`src/rtl/k_and_s_pkg.sv`:
```
// k_and_s_pkg -- shared definitions for the K-and-S processor datapath.
//   DATA_W / ADDR_W / NREG  : data width, memory address width, register count
//   decoded_instruction_type: decoded IR opcode as seen by the control unit
//   OPC_*                   : IR[15:8] opcode values
//   ALU_*                   : encodings of the 2-bit ALU operation strobe
package k_and_s_pkg;

   localparam int unsigned DATA_W = 16;
   localparam int unsigned ADDR_W = 5;
   localparam int unsigned NREG   = 4;
   localparam int unsigned REG_AW = $clog2(NREG);

   typedef enum logic [3:0] {
      I_NOP,
      I_BRANCH,
      I_BZERO,
      I_BNZERO,
      I_BNEG,
      I_BNNEG,
      I_BOV,
      I_BNOV,
      I_LOAD,
      I_STORE,
      I_MOVE,
      I_ADD,
      I_SUB,
      I_AND,
      I_OR,
      I_HALT
   } decoded_instruction_type;

   localparam logic [7:0] OPC_NOP    = 8'h00;
   localparam logic [7:0] OPC_BRANCH = 8'h01;
   localparam logic [7:0] OPC_BZERO  = 8'h02;
   localparam logic [7:0] OPC_BNZERO = 8'h0A;
   localparam logic [7:0] OPC_BNEG   = 8'h03;
   localparam logic [7:0] OPC_BNNEG  = 8'h0B;
   localparam logic [7:0] OPC_BOV    = 8'h04;
   localparam logic [7:0] OPC_BNOV   = 8'h0C;
   localparam logic [7:0] OPC_LOAD   = 8'h81;
   localparam logic [7:0] OPC_STORE  = 8'h82;
   localparam logic [7:0] OPC_MOVE   = 8'h91;
   localparam logic [7:0] OPC_ADD    = 8'hA1;
   localparam logic [7:0] OPC_SUB    = 8'hA2;
   localparam logic [7:0] OPC_AND    = 8'hA3;
   localparam logic [7:0] OPC_OR     = 8'hA4;
   localparam logic [7:0] OPC_HALT   = 8'hFF;

   localparam logic [1:0] ALU_OR  = 2'b00;
   localparam logic [1:0] ALU_ADD = 2'b01;
   localparam logic [1:0] ALU_SUB = 2'b10;
   localparam logic [1:0] ALU_AND = 2'b11;

endpackage

```
`src/rtl/datapath_alu.sv`:
```
// alu -- combinational 16-bit ALU of the K-and-S datapath.
//   a, b              : operands (register read ports A and B)
//   operation         : ALU_OR / ALU_ADD / ALU_SUB / ALU_AND
//   result            : operation result
//   zero, neg         : result == 0, result[15]
//   unsigned_overflow : carry-out on ADD, borrow (a < b) on SUB, 0 otherwise
//   signed_overflow   : two's-complement overflow on ADD/SUB, 0 otherwise
module alu
   import k_and_s_pkg::*;
(
   input  logic [DATA_W-1:0] a,
   input  logic [DATA_W-1:0] b,
   input  logic [1:0]        operation,
   output logic [DATA_W-1:0] result,
   output logic              zero,
   output logic              neg,
   output logic              unsigned_overflow,
   output logic              signed_overflow
);

   logic [DATA_W:0]   sum;
   logic [DATA_W-1:0] diff;

   assign sum  = {1'b0, a} + {1'b0, b};
   assign diff = a - b;

   always_comb begin
      result            = '0;
      unsigned_overflow = 1'b0;
      signed_overflow   = 1'b0;
      case (operation)
         ALU_OR:  result = a | b;
         ALU_ADD: begin
            result            = sum[DATA_W-1:0];
            unsigned_overflow = sum[DATA_W];
            signed_overflow   = (a[DATA_W-1] == b[DATA_W-1]) &&
                                (sum[DATA_W-1] != a[DATA_W-1]);
         end
         ALU_SUB: begin
            result            = diff;
            unsigned_overflow = (a < b);
            signed_overflow   = (a[DATA_W-1] != b[DATA_W-1]) &&
                                (diff[DATA_W-1] != a[DATA_W-1]);
         end
         default: result = a & b;
      endcase
   end

   assign zero = (result == '0);
   assign neg  = result[DATA_W-1];

endmodule

```
`src/rtl/datapath.sv`:
```
// datapath -- K-and-S processor datapath: PC, IR, register bank, flags
// register and instruction decoder, driven by control_unit strobes.
//   clk, rst               : clock, synchronous active-high reset
//   branch, pc_enable      : PC <= branch ? IR[4:0] : PC+1 when pc_enable
//   ir_enable              : IR <= data_in
//   write_reg_enable       : reg[c] <= c_sel ? data_in : ALU result
//   addr_sel               : ram_addr = addr_sel ? IR[4:0] : PC
//   operation              : ALU operation
//   flags_reg_enable       : capture ALU flags
//   decoded_instruction    : combinational decode of IR[15:8]
//   zero_op, neg_op,
//   unsigned_overflow,
//   signed_overflow        : registered flags
//   ram_addr, data_out     : memory address, store data (register A)
//   data_in                : memory read data
// Build option: K_AND_S_R0_ZERO_EN makes r0 read as zero and ignore writes.
module datapath
   import k_and_s_pkg::*;
(
   input  logic                    clk,
   input  logic                    rst,
   input  logic                    branch,
   input  logic                    pc_enable,
   input  logic                    ir_enable,
   input  logic                    write_reg_enable,
   input  logic                    addr_sel,
   input  logic                    c_sel,
   input  logic [1:0]              operation,
   input  logic                    flags_reg_enable,
   output decoded_instruction_type decoded_instruction,
   output logic                    zero_op,
   output logic                    neg_op,
   output logic                    unsigned_overflow,
   output logic                    signed_overflow,
   output logic [ADDR_W-1:0]       ram_addr,
   output logic [DATA_W-1:0]       data_out,
   input  logic [DATA_W-1:0]       data_in
);

   logic [ADDR_W-1:0] pc;
   logic [DATA_W-1:0] ir;
   logic [DATA_W-1:0] regs [NREG];
   logic [REG_AW-1:0] a_addr, b_addr, c_addr;
   logic [DATA_W-1:0] a_data, b_data, c_data, alu_result;
   logic              alu_zero, alu_neg, alu_uov, alu_sov;

   // Decode and register-address selection in one pass over the whole IR.
   always_comb begin
      decoded_instruction = I_NOP;
      a_addr = '0;
      b_addr = '0;
      c_addr = '0;
      casez (ir)
         {OPC_NOP,    8'b????????}: decoded_instruction = I_NOP;
         {OPC_BRANCH, 8'b????????}: decoded_instruction = I_BRANCH;
         {OPC_BZERO,  8'b????????}: decoded_instruction = I_BZERO;
         {OPC_BNZERO, 8'b????????}: decoded_instruction = I_BNZERO;
         {OPC_BNEG,   8'b????????}: decoded_instruction = I_BNEG;
         {OPC_BNNEG,  8'b????????}: decoded_instruction = I_BNNEG;
         {OPC_BOV,    8'b????????}: decoded_instruction = I_BOV;
         {OPC_BNOV,   8'b????????}: decoded_instruction = I_BNOV;
         {OPC_HALT,   8'b????????}: decoded_instruction = I_HALT;
         {OPC_LOAD,   8'b????????}: begin
            decoded_instruction = I_LOAD;
            c_addr = ir[6:5];
         end
         {OPC_STORE,  8'b????????}: begin
            decoded_instruction = I_STORE;
            a_addr = ir[6:5];
         end
         {OPC_MOVE,   8'b????????}: begin
            decoded_instruction = I_MOVE;
            a_addr = ir[3:2];
            b_addr = ir[3:2];
            c_addr = ir[1:0];
         end
         {OPC_ADD, 8'b????????}, {OPC_SUB, 8'b????????},
         {OPC_AND, 8'b????????}, {OPC_OR,  8'b????????}: begin
            unique case (ir[15:8])
               OPC_ADD: decoded_instruction = I_ADD;
               OPC_SUB: decoded_instruction = I_SUB;
               OPC_AND: decoded_instruction = I_AND;
               default: decoded_instruction = I_OR;
            endcase
            c_addr = ir[5:4];
            a_addr = ir[3:2];
            b_addr = ir[1:0];
         end
         default: decoded_instruction = I_NOP;
      endcase
   end

   always_comb begin
      a_data = regs[a_addr];
      b_data = regs[b_addr];
`ifdef K_AND_S_R0_ZERO_EN
      if (a_addr == '0) a_data = '0;
      if (b_addr == '0) b_data = '0;
`endif
   end

   alu u_alu (
      .a                 (a_data),
      .b                 (b_data),
      .operation         (operation),
      .result            (alu_result),
      .zero              (alu_zero),
      .neg               (alu_neg),
      .unsigned_overflow (alu_uov),
      .signed_overflow   (alu_sov)
   );

   assign c_data   = c_sel ? data_in : alu_result;
   assign ram_addr = addr_sel ? ir[ADDR_W-1:0] : pc;
   assign data_out = a_data;

   always_ff @(posedge clk) begin
      if (rst) begin
         pc <= '0;
         ir <= '0;
         {zero_op, neg_op, unsigned_overflow, signed_overflow} <= '0;
         for (int unsigned i = 0; i < NREG; i++) regs[i] <= '0;
      end else begin
         if (pc_enable)
            pc <= branch ? ir[ADDR_W-1:0] : pc + 1'b1;
         if (ir_enable)
            ir <= data_in;
         if (flags_reg_enable)
            {zero_op, neg_op, unsigned_overflow, signed_overflow} <=
               {alu_zero, alu_neg, alu_uov, alu_sov};
         if (write_reg_enable) begin
`ifdef K_AND_S_R0_ZERO_EN
            if (c_addr != '0)
`endif
               regs[c_addr] <= c_data;
         end
      end
   end

endmodule

```
`config.mk`:
```
export PLATFORM = sky130hd
export DESIGN_NAME = datapath
export DESIGN_NICKNAME = d
export VERILOG_FILES = /design/src/rtl/k_and_s_pkg.sv /design/src/rtl/datapath_alu.sv /design/src/rtl/datapath.sv
export SDC_FILE = /design/constraint.sdc
export NUM_CORES = 1
export LEC_CHECK = 0
export BUFFER_PORTS_ARGS = -buffer_cell sky130_fd_sc_hd__buf_2
export CORE_MARGIN = 2
export CORE_UTILIZATION = 40
export CTS_BUF_LIST = sky130_fd_sc_hd__clkbuf_4
export DETAILED_ROUTE_END_ITERATION = 8
export GPL_TIMING_DRIVEN = 0
export SETUP_SLACK_MARGIN = 0.1
export SLEW_MARGIN = 25
export SYNTH_ARGS = -nofsm -noshare
export SYNTH_HDL_FRONTEND = slang
export SYNTH_SLANG_ARGS = --single-unit
```
`constraint.sdc`:
```
create_clock -name clk -period 8.8 [get_ports clk]
set_clock_uncertainty 0.2 [all_clocks]
set_input_delay 1.32 -clock clk [delete_from_list [all_inputs] [get_ports clk]]
set_output_delay 1.32 -clock clk [all_outputs]
set_load 0.005 [all_outputs]
```
==> run metrics, run 1 <==
Area Overhead vs Synth=9.45%; IO Count=56; top post-synthesis cells by area=edfxtp_1 26%, mux2i_1 16%, ha_1 10%; type of origin of the critical path=flip-flop; Setup TNS=0 ns; Routed WL=21.6 mm; Crit Path Class=flip-flop to flip-flop; site row count=49; Max Buffers Root-to-Sink=2; core area=~0.018 mm2; clock slew seen by the registers of the worst setup and hold paths=roughly 0.15 ns; gr ovfl total=0; slowest stage delay, CP=about 0.66 ns; GPL Wtd Cong=~0.90; post-layout instance area=0.00810 mm2; fin crit period=about 6 ns; failing checks=design-rule violations; Max-cap violations=0; clock tree root buffer cell=clkbuf_4; # clock sinks=88; CTS H-tree depth=3; status=finished with violations; Die X=between 100 and 150 um; Pwr Total=a little over 1000 uW; Slew @ Worst Pin=0.967 ns; DRC Markers=4; CP Cell Sequence=nor2b_1 -> nand3_1 -> nor3_1 -> a22o_1 -> buf_6 -> buf_2 -> mux2i_1 -> ha_1 -> buf_6 -> a21oi_1 -> o21ai_1 -> a311o_1 -> a21oi_1 -> xnor2_1 -> o221ai_1 -> a211oi_1 -> o21a_1 -> nor2_1; Most used DFF post-synth=edfxtp_1; first-pass GRT wire length=roughly 34 mm; DIE HEIGHT=about 140 um; CP Capture Type=flip-flop; leakage power=approximately 0.0033 uW; Post-synth EDFFs=64; Initial Util=0.409; synth warn=0; Skew-Pair Late Insertion Delay=approximately 0.48 ns; Critical Path RT=8.82 ns; CP max stage cell=mux2i_1; fin crit share=0.678; ys async rst share=0; Distinct cells, synth=77; Synthesized Nets=between 800 and 900; via count=roughly 6300; CTS tree=done; WP data arrival=roughly 6.0 ns; CTS Buf Count=9; max-slew violations=0; nets@finish=approximately 960; synthesized area=roughly 0.0074 mm2; Yosys top cell area share=0.260; Post-DP HPWL=16.6 mm; PortBufs=53; worst hold path class=flip-flop to flip-flop; Avg Cell Area, Syn=between 9 and 10 um2; unrepaired setup endpoints after global routing=false; Hold Vio Cnt, Final=0; share of cells above drive strength 1=0.139; CP max FO=10; Total GRT Usage=0.225; initial antenna violation count=1; vias in the first global route=6043; Final ANT Viol Nets=0; die area=between 0.015 and 0.02 mm2; Yosys top cell by area=edfxtp_1; number of DRC markers in iteration 0=between 500 and 600; VDD IR-drop max=about 52 uV; drt pass-1 iters=7; achievable frequency=~170 MHz; postcts setup bufs=0; Seq/Total Area, Yosys=0.325; wire per inst=~20 um; PD cells=around 130 mW/mm2; DP Area=between 0.007 and 0.008 mm2; vias per cell=about 5.7; max_slew headroom=0.355; Synth Instances=approximately 800; pin count of the biggest net entering global routing=17; CTS resizes=0; Hold Buf Count CTS=0; Yosys reg bits=88; Setup violations, final=0
==> logic make-up after synthesis <==
family	Yosys count	share of synthesized area
flip-flops	88	0.325
adder cells (fa/ha/maj)	61	0.105
multiplexers	129	0.177
XOR/XNOR	18	0.0213
buffers and inverters	118	0.0673
AO/OA/AOI/OAI	156	0.155
AND/OR/NAND/NOR	233	0.150
==> critical path: cells and delay by family (launching register included) <==
| kind | cells | cell delay (ns) |
|---|---|---|
| DFF | 1 | 0.47 |
| and+or+nand+nor | 4 | 0.94 |
| muxes | 1 | 0.66 |
| AOI/OAI and AO/OA | 8 | 2.21 |
| adders and majority gates | 1 | 0.37 |
| buffers and inverters | 3 | 0.68 |
| xor gates and xnor gates | 1 | 0.15 |
==> registers in the layout, summed over array words and instances, names as in the netlist <==
name,flops
ir,15
neg_op,1
pc,5
regs,64
signed_overflow,1
unsigned_overflow,1
zero_op,1
==> layer usage <==
metal  up-vias  track usage  routed length (um)
met5         -            0                   0
met2       202        0.368                9950
met1      3014        0.305                9950
li1       3000            -                   -
met4         0       0.0898                 689
met3        43       0.0260                 994
==> power breakdown <==
part	switching (uW)	internal, uW	leakage, uW
logic	185	112	0.00232
registers	13.7	465	0.000861
clock network	148	97.2	0.0000777
==> worst paths after layout <==
check	start	end	slack, ns	cells past startpoint
setup reg to reg	ir[15]	regs[2][14]	2.84	18
hold / removal	unsigned_overflow	unsigned_overflow	0.28	2
hold reg to reg	unsigned_overflow	unsigned_overflow	0.28	2
setup / recovery	ir[15]	regs[2][14]	2.84	18
==> per-stage QoR <==
step | util | cells | hold slack (ns) | setup WS (ns)
after floorplan | - | 803 | 0.270 | 4.00
after global placement | 0.440 | 1085 | 0.264 | 3.00
after detailed placement | 0.440 | 1085 | 0.268 | 2.97
after CTS | 0.448 | 1101 | 0.287 | 2.94
after global routing | 0.448 | 1102 | 0.323 | 2.27
final | 0.448 | 1102 | 0.284 | 2.84
==> cells in the mapped netlist (all sizes together) (3+ instances only) <==
library cell and number:
and2 4, a22o 7, a211oi 12, o32ai 3, o31ai 4, a31o 4
a221oi 5, xor2 8, o2111ai 3, and3 6, nand2b 15, nor2b 13
buf 23, and4 3, nand3 9, a22oi 6, nand2 52, o221ai 3
edfxtp 64, a221o 3, inv 70, xnor2 10, o211ai 10, o21bai 5
nor2 97, nor4 5, o21ai 29, clkbuf 24, ha 59, mux2 14
or2 3, mux2i 115, nor3 12, dfxtp 24, o21a 5, a211o 3
a21oi 29, a2111oi 5, a21o 4
==> cells in the final DEF, fill, tap and decap left out, types with 4 or more instances in the layout <==
cell type and count:
clkbuf_1 24, nor3_1 12, nand3_1 9, xnor2_1 10
a2111oi_0 4, a221oi_1 4, o21ai_0 27, mux2_2 13
dfxtp_1 24, a211oi_1 10, clkbuf_4 12, nor4_1 5
and3_1 6, inv_1 70, buf_6 4, a21o_1 4
o21a_1 5, o211ai_1 10, a22oi_1 6, edfxtp_1 64
xor2_1 8, a21oi_1 29, nand2_1 52, nor2_1 97
ha_1 59, o21bai_1 5, a22o_1 6, nand2b_1 15
mux2i_1 115, buf_2 67, and2_1 4, nor2b_1 13
==> final cells by class <==
cell class | count | area, um2
Antenna cell | 1 | 2.50
Clock buffer | 12 | 90.1
Inverter | 71 | 267
Timing Repair Buffer | 53 | 265
Multi-Input combinational cell | 597 | 4500
Fill cell | 1794 | 9990
Clock inverter | 4 | 55.1
Sequential cell | 88 | 2400
Tap cell | 229 | 287
Buffer | 47 | 231
(Power assumes the default switching activity.)
==> inputs of run 2 (changes only) <==
==> constraint.sdc (replaced) <==
create_clock -name clk -period 5.26 [get_ports clk]
set_clock_uncertainty 0.2 [all_clocks]
set_input_delay 0.789 -clock clk [delete_from_list [all_inputs] [get_ports clk]]
set_output_delay 0.789 -clock clk [all_outputs]
set_load 0.005 [all_outputs]
==> run 2 against run 1 <==
  * The flow still finishes with violations (design-rule violations)
  * Fmax up 19%
  * Design area up 9.3%
  * Global-route usage up 0.33 points
  * Worst hold slack gained 0.0017 ns
  * Wire length increased by 4.2%
  * Worst setup slack worse by 2.6 ns
  * Critical endpoint is now zero_op
==> run metrics, run 2 (same netlist as run 1, synthesis figures left out) <==
max-slew violations=0 (unchanged); max reg flops=64 (unchanged); Max Buffers Root-to-Sink=2 (unchanged); Crit Path Class=flip-flop to flip-flop (unchanged); vias in the first global route=6114 (was 6043); Routed WL=22.5 mm (was 21.6 mm); Min-Delay Endpoint=unsigned_overflow (unchanged); Post-DP HPWL=16.6 mm (unchanged); Area Overhead vs Synth=19.6% (was 9.45%); status=finished with violations (unchanged); failing checks=design-rule violations (unchanged); VDD IR-drop max=88.8 uV (was 51.8 uV); IO Count=56 (unchanged); Slew @ Worst Pin=0.958 ns (was 0.967 ns); drt pass-1 iters=7 (unchanged); first-pass GRT wire length=34.5 mm (was 33.9 mm); Cell Int Power=1180 uW (was 675 uW); wire per inst=20.1 um (was 19.6 um); achievable frequency=199 MHz (was 168 MHz); P_sw=622 uW (was 347 uW); clock tree root buffer cell=clkbuf_4 (unchanged); type of origin of the critical path=flip-flop (unchanged); Die X=140 um (unchanged); Final ANT Viol Nets=0 (unchanged); Sw Ratio=0.346 (was 0.340); Most flops, register=regs (unchanged); CP Capture Type=flip-flop (unchanged); slowest stage delay, CP=0.39 ns (was 0.66 ns); Combinational Power Share=0.327 (was 0.291); DRC Markers=4 (unchanged); Worst Hold Launch=unsigned_overflow (unchanged); CP Cell Sequence=buf_6 -> nor3_1 -> and4b_4 -> or2_4 -> a22o_4 -> buf_8 -> buf_12 -> mux2i_1 -> mux2_4 -> buf_4 -> ha_1 -> fa_2 -> o21bai_4 -> a2111oi_4 -> xor2_1 -> a221oi_1 -> a21oi_1 -> a211oi_2 -> o211ai_1 -> nor4_2 -> a31o_1 (was nor2b_1 -> nand3_1 -> nor3_1 -> a22o_1 -> buf_6 -> buf_2 -> mux2i_1 -> ha_1 -> buf_6 -> a21oi_1 -> o21ai_1 -> a311o_1 -> a21oi_1 -> xnor2_1 -> o221ai_1 -> a211oi_1 -> o21a_1 -> nor2_1); # clock sinks=88 (unchanged); most common cell after layout, fill and taps aside=nor2_1 (was mux2i_1); initial antenna violation count=1 (unchanged); R2R Path End=zero_op (was regs[2][14]); Initial Util=0.409 (unchanged); number of DRC markers in iteration 0=511 (was 531); Hold Vio Cnt, Final=0 (unchanged); fin crit period=5.01 ns (was 5.96 ns); GPL Wtd Cong=0.898 (unchanged); Skew-Pair Late Insertion Delay=0.47 ns (was 0.48 ns); r2r worst-path depth=21 (was 18); share of cells above drive strength 1=0.236 (was 0.139); Hold Buf Count CTS=0 (unchanged); max_slew headroom=0.361 (was 0.355); commonest non-fill, non-tap cells in the layout=96 x nor2_1, 91 x mux2i_1, 69 x inv_1 (was 115 x mux2i_1, 97 x nor2_1, 70 x inv_1); pin count of the biggest net entering global routing=17 (unchanged); Critical Path RT=5.48 ns (was 8.82 ns); fin crit share=0.953 (was 0.678); Setup violations, final=0 (unchanged); DIE HEIGHT=140 um (unchanged); fin util=0.490 (was 0.448); Filler cells=1718 (was 1794); PD cells=203 mW/mm2 (was 126 mW/mm2); FF-to-FF setup slack=0.25 ns (was 2.84 ns); clock slew seen by the registers of the worst setup and hold paths=0.15 ns (about the same); sequential share of power=0.446 (was 0.469); CTS H-tree depth=3 (unchanged); Total GRT Usage=0.228 (was 0.225); leakage power=0.00349 uW (was 0.00326 uW); PortBufs=53 (unchanged); nets@finish=972 (was 955); unrepaired setup endpoints after global routing=false (unchanged); vias per cell=5.66 (was 5.68); Critical R2R Launch=ir[8] (was ir[15]); worst hold path class=flip-flop to flip-flop (unchanged); core area=0.0181 mm2 (unchanged); via count=6337 (was 6259); CP max stage cell=fa_2 (was mux2i_1); Hold Path Depth=2 (unchanged); CP Launch Point=ir[8] (was ir[15]); Pwr Total=1800 uW (was 1020 uW); gr ovfl total=0 (unchanged); Clk pwr share=0.227 (was 0.240); die area=0.0196 mm2 (unchanged); CP max FO=10 (unchanged); Max-cap violations=0 (unchanged); CP top delay family=compound AO/OA/AOI/OAI gates (unchanged); CTS tree=done (unchanged); site row count=49 (unchanged); biggest regs=regs (64), ir (15), pc (5) (unchanged); WP buf/inv=4 (was 3); CTS Buf Count=9 (unchanged); WP data arrival=5.23 ns (was 5.98 ns)
## run 2: changes by cell type in the layout (fill, tap and decap cells not counted), sizes merged
cell / delta
buf: +17
## run 2: stage by stage
step                      cell area [um2]  hold WS, ns  setup WS, ns  setup TNS, ns  instances
after floorplan                      7400        0.270         0.457              0        803
after detailed placement             7950        0.268        -0.571         -13.39       1085
after global placement               7950        0.264        -0.540         -11.36       1085
after global routing                 8850        0.323        0.0599              0       1119
after CTS                            8300        0.287         0.101              0       1105
final                                8850        0.285         0.246              0       1119
## run 2: power by group through the flow
stage          clock, uW  sequential (uW)  combinational, uW
2_1_floorplan          0              809                348
3_3_place_gp           0              815                486
3_5_place_dp           0              817                489
4_1_cts              414              801                511
5_1_grt              440              808                639
6_report             408              803                588
## run 2: how the worst max path moves through the flow
stage | to | slack (ns) | cells after the start
5_1_grt | regs[2][13] | 0.06 | 20
3_5_place_dp | regs[0][14] | -0.57 | 18
4_1_cts | regs[2][14] | 0.10 | 21
6_report | zero_op | 0.25 | 21
3_3_place_gp | regs[1][14] | -0.54 | 18
2_1_floorplan | regs[0][14] | 0.46 | 21
## run 2: timing repair
item                                    4_1_cts  5_1_grt
pin swaps                                     9       25
cloned                                        0        1
hold endpoints to repair                      0        0
endpoints found under the setup margin       44       47
resized for setup                            39       94
setup buffers                                 5       13
## run 2: cell type report
| type | count | area (um2) | share of cell area |
|---|---|---|---|
| multi-input combinational | 597 | 5000 | 0.565 |
| timing repair buffer | 72 | 425 | 0.0480 |
| buffer | 45 | 320 | 0.0362 |
| inverter | 71 | 267 | 0.0301 |
| antenna | 1 | 2.50 | 0.000283 |
| clock buffer | 12 | 90.1 | 0.0102 |
| clock inverter | 4 | 55.1 | 0.00622 |
| tap | 229 | 287 | 0.0324 |
| sequential | 88 | 2410 | 0.272 |
## run 2: routing by layer
metal / wire length (um) / part of all wire / GRT usage / up-vias
met3: 940 / 0.042 / 0.0267 / 45
met4: 702 / 0.031 / 0.0861 / 0
met1: 10200 / 0.45 / 0.309 / 3086
li1: - / - / - / 3031
met5: 0 / 0 / 0 / -
met2: 10600 / 0.47 / 0.375 / 175
## run 2: worst register-to-register path, stage by stage (launching register included)
cell       delay, ns
dfxtp_2         0.34
buf_6           0.13
nor3_1          0.16
and4b_4         0.25
or2_4           0.26
a22o_4          0.26
buf_8           0.14
buf_12          0.14
mux2i_1         0.12
mux2_4          0.30
buf_4           0.15
ha_1            0.23
fa_2            0.39
o21bai_4        0.22
a2111oi_4       0.12
xor2_1          0.16
a221oi_1        0.32
a21oi_1         0.19
a211oi_2        0.24
o211ai_1        0.15
nor4_2          0.32
a31o_1          0.18
==> inputs of run 3 (changes only) <==
==> constraint.sdc (replaced) <==
create_clock -name clk -period 6.04 [get_ports clk]
set_clock_uncertainty 0.2 [all_clocks]
set_input_delay 0.906 -clock clk [delete_from_list [all_inputs] [get_ports clk]]
set_output_delay 0.906 -clock clk [all_outputs]
set_load 0.005 [all_outputs]
==> run 3 against run 2 <==
  * The run still ends with design-rule violations left
  * Design area decreased by 7.9%
  * Fmax decreased by 10%
  * Critical path depth unchanged
  * Total power decreased by 17%
  * Cell count decreased by 1.4%
  * Sequential share of layout area increased by 2.3 points
  * Clock-buffer cell count unchanged
  * Non-clock buffer count decreased by 16
  * Sequential power decreased by 13%
  * Combinational power decreased by 25%
  * Critical endpoint is now regs[2][14]
  * Largest cell class unchanged
  * Largest power group unchanged
==> run metrics, run 3 (same netlist as run 1, synthesis figures left out) <==
status=finished with violations (unchanged); failing checks=design-rule violations (unchanged); M1 GR Usage=0.305 (was 0.309); Slew @ Worst Pin=0.990 ns (was 0.958 ns); Max-cap violations=0 (unchanged); achievable frequency=179 MHz (was 199 MHz); Pwr Total=1490 uW (was 1800 uW); unrepaired setup endpoints after global routing=true (was false); Most flops, register=regs (unchanged); gr busiest metal=met2 (unchanged); max_slew headroom=0.340 (was 0.361); DP Area=0.00795 mm2 (unchanged); Routed WL=21.6 mm (was 22.5 mm); Hold Vio Cnt, Final=0 (unchanged); nets@finish=956 (was 972); IO Count=56 (unchanged); Placed Cells=1085 (unchanged); Die X=140 um (unchanged); clock slew seen by the registers of the worst setup and hold paths=0.15 ns (about the same); grt met3 use=0.0260 (was 0.0267); drt pass-1 iters=7 (unchanged); worst hold path class=flip-flop to flip-flop (unchanged); DRC Markers=4 (unchanged); vias per cell=5.61 (was 5.66); post-layout instance area=0.00816 mm2 (was 0.00885 mm2); wire per inst=19.6 um (was 20.1 um); VDD IR-drop max=75.7 uV (was 88.8 uV); multi-input logic area=0.00454 mm2 (was 0.00500 mm2); Reg area=0.00240 mm2 (was 0.00241 mm2); number of DRC markers in iteration 0=485 (was 511); Total GRT Usage=0.225 (was 0.228); Filler cells=1785 (was 1718); Critical Path RT=6.05 ns (was 5.48 ns); Skew-Pair Late Insertion Delay=0.47 ns (about the same); CTS H-tree depth=3 (unchanged); first-pass GRT wire length=33.9 mm (was 34.5 mm); Min-Delay Endpoint=unsigned_overflow (unchanged); Post-DP HPWL=16.6 mm (unchanged); die area=0.0196 mm2 (unchanged); Area Overhead vs Synth=10.2% (was 19.6%); site row count=49 (unchanged); DIE HEIGHT=140 um (unchanged); biggest regs=regs (64), ir (15), pc (5) (unchanged); # clock sinks=88 (unchanged); Initial Util=0.409 (unchanged); commonest non-fill, non-tap cells in the layout=110 x mux2i_1, 97 x nor2_1, 70 x inv_1 (was 96 x nor2_1, 91 x mux2i_1, 69 x inv_1); most common cell after layout, fill and taps aside=mux2i_1 (was nor2_1); Worst Hold Launch=unsigned_overflow (unchanged); GPL Wtd Cong=0.898 (unchanged); max reg flops=64 (unchanged); fin crit share=0.926 (was 0.953); Critical R2R Launch=ir[8] (unchanged); r2r worst-path depth=21 (unchanged); vias in the first global route=6043 (was 6114); Fin Hold WS=0.284 ns (was 0.285 ns); PD cells=183 mW/mm2 (was 203 mW/mm2); Final Instance Count excl. Fillers=1103 (was 1119); leakage power=0.00328 uW (was 0.00349 uW); type of origin of the critical path=flip-flop (unchanged); initial antenna violation count=1 (unchanged); core area=0.0181 mm2 (unchanged); pin count of the biggest net entering global routing=17 (unchanged); CTS tree=done (unchanged); CP Capture Type=flip-flop (unchanged); Setup violations, final=0 (unchanged); clock tree root buffer cell=clkbuf_4 (unchanged); Final ANT Viol Nets=0 (unchanged); PortBufs=53 (unchanged); Max Buffers Root-to-Sink=2 (unchanged); WP data arrival=5.60 ns (was 5.23 ns); met2 Use GR=0.368 (was 0.375); Setup TNS=0 ns (unchanged); share of cells above drive strength 1=0.151 (was 0.236); Hold Path Depth=2 (unchanged); Crit Path Class=flip-flop to flip-flop (unchanged); fin crit period=5.59 ns (was 5.01 ns); FF-to-FF setup slack=0.45 ns (was 0.25 ns); CP max FO=10 (unchanged); gr ovfl total=0 (unchanged); R2R Path End=regs[2][14] (was zero_op); CTS Buf Count=9 (unchanged); via count=6191 (was 6337); max-slew violations=0 (unchanged)
-- run 3: layout make-up --
cell class / instances / area share
diodes: 1 / 0.000307
plain buffers: 47 / 0.0294
clock buffers: 12 / 0.0110
clock inverters: 4 / 0.00675
inverters: 71 / 0.0327
multi-input cells: 597 / 0.557
flip-flops and latches: 88 / 0.294
well taps: 229 / 0.0351
repair buffers: 54 / 0.0334
-- run 3: how the worst max path moves through the flow --
stage / start / end / slack (ns) / cells past startpoint
finish: ir[8] / regs[2][14] / 0.45 / 21
global route: ir[10] / regs[2][13] / 0.1 / 18
CTS: ir[15] / regs[2][14] / 0.18 / 18
detailed placement: ir[15] / regs[0][14] / 0.21 / 18
global placement: ir[15] / regs[1][14] / 0.24 / 18
floorplan: ir[10] / regs[0][14] / 1.24 / 21
-- run 3: worst max-delay path, cell delays in order, from the launching register on --
cell	delay [ns]
dfxtp_1	0.33
buf_2	0.20
nor4b_2	0.28
and4_4	0.31
or2_4	0.14
a22o_4	0.13
buf_6	0.11
clkbuf_4	0.25
mux2i_1	0.21
mux2_2	0.24
inv_1	0.07
ha_1	0.26
fa_1	0.47
a211oi_2	0.25
o21ai_1	0.17
a311o_1	0.45
a21oi_1	0.26
xnor2_1	0.15
o221ai_1	0.15
a211oi_2	0.36
o21a_1	0.25
nor2_1	0.07
-- run 3: layer usage --
metal / share of wire / routed length, um
met5: 0 / 0
met1: 0.46 / 9920
met2: 0.46 / 10000
met4: 0.032 / 688
met3: 0.046 / 996
-- run 3: repair_timing --
item,4_1_cts,5_1_grt
gates resized for setup,0,15
hold buffers,0,0
endpoints found under the setup margin,0,29
setup buffers,0,1
-- run 3: stage by stage --
step,utilization,setup WS [ns]
2_1_floorplan,-,1.24
3_3_place_gp,0.440,0.240
3_5_place_dp,0.440,0.209
4_1_cts,0.448,0.185
5_1_grt,0.451,0.0994
6_report,0.451,0.446
-- run 3: report_power, final --
| part | switching (uW) | internal, uW | total (uW) |
|---|---|---|---|
| combinational | 273 | 166 | 439 |
| sequential | 19.8 | 678 | 698 |
| clock | 213 | 142 | 354 |
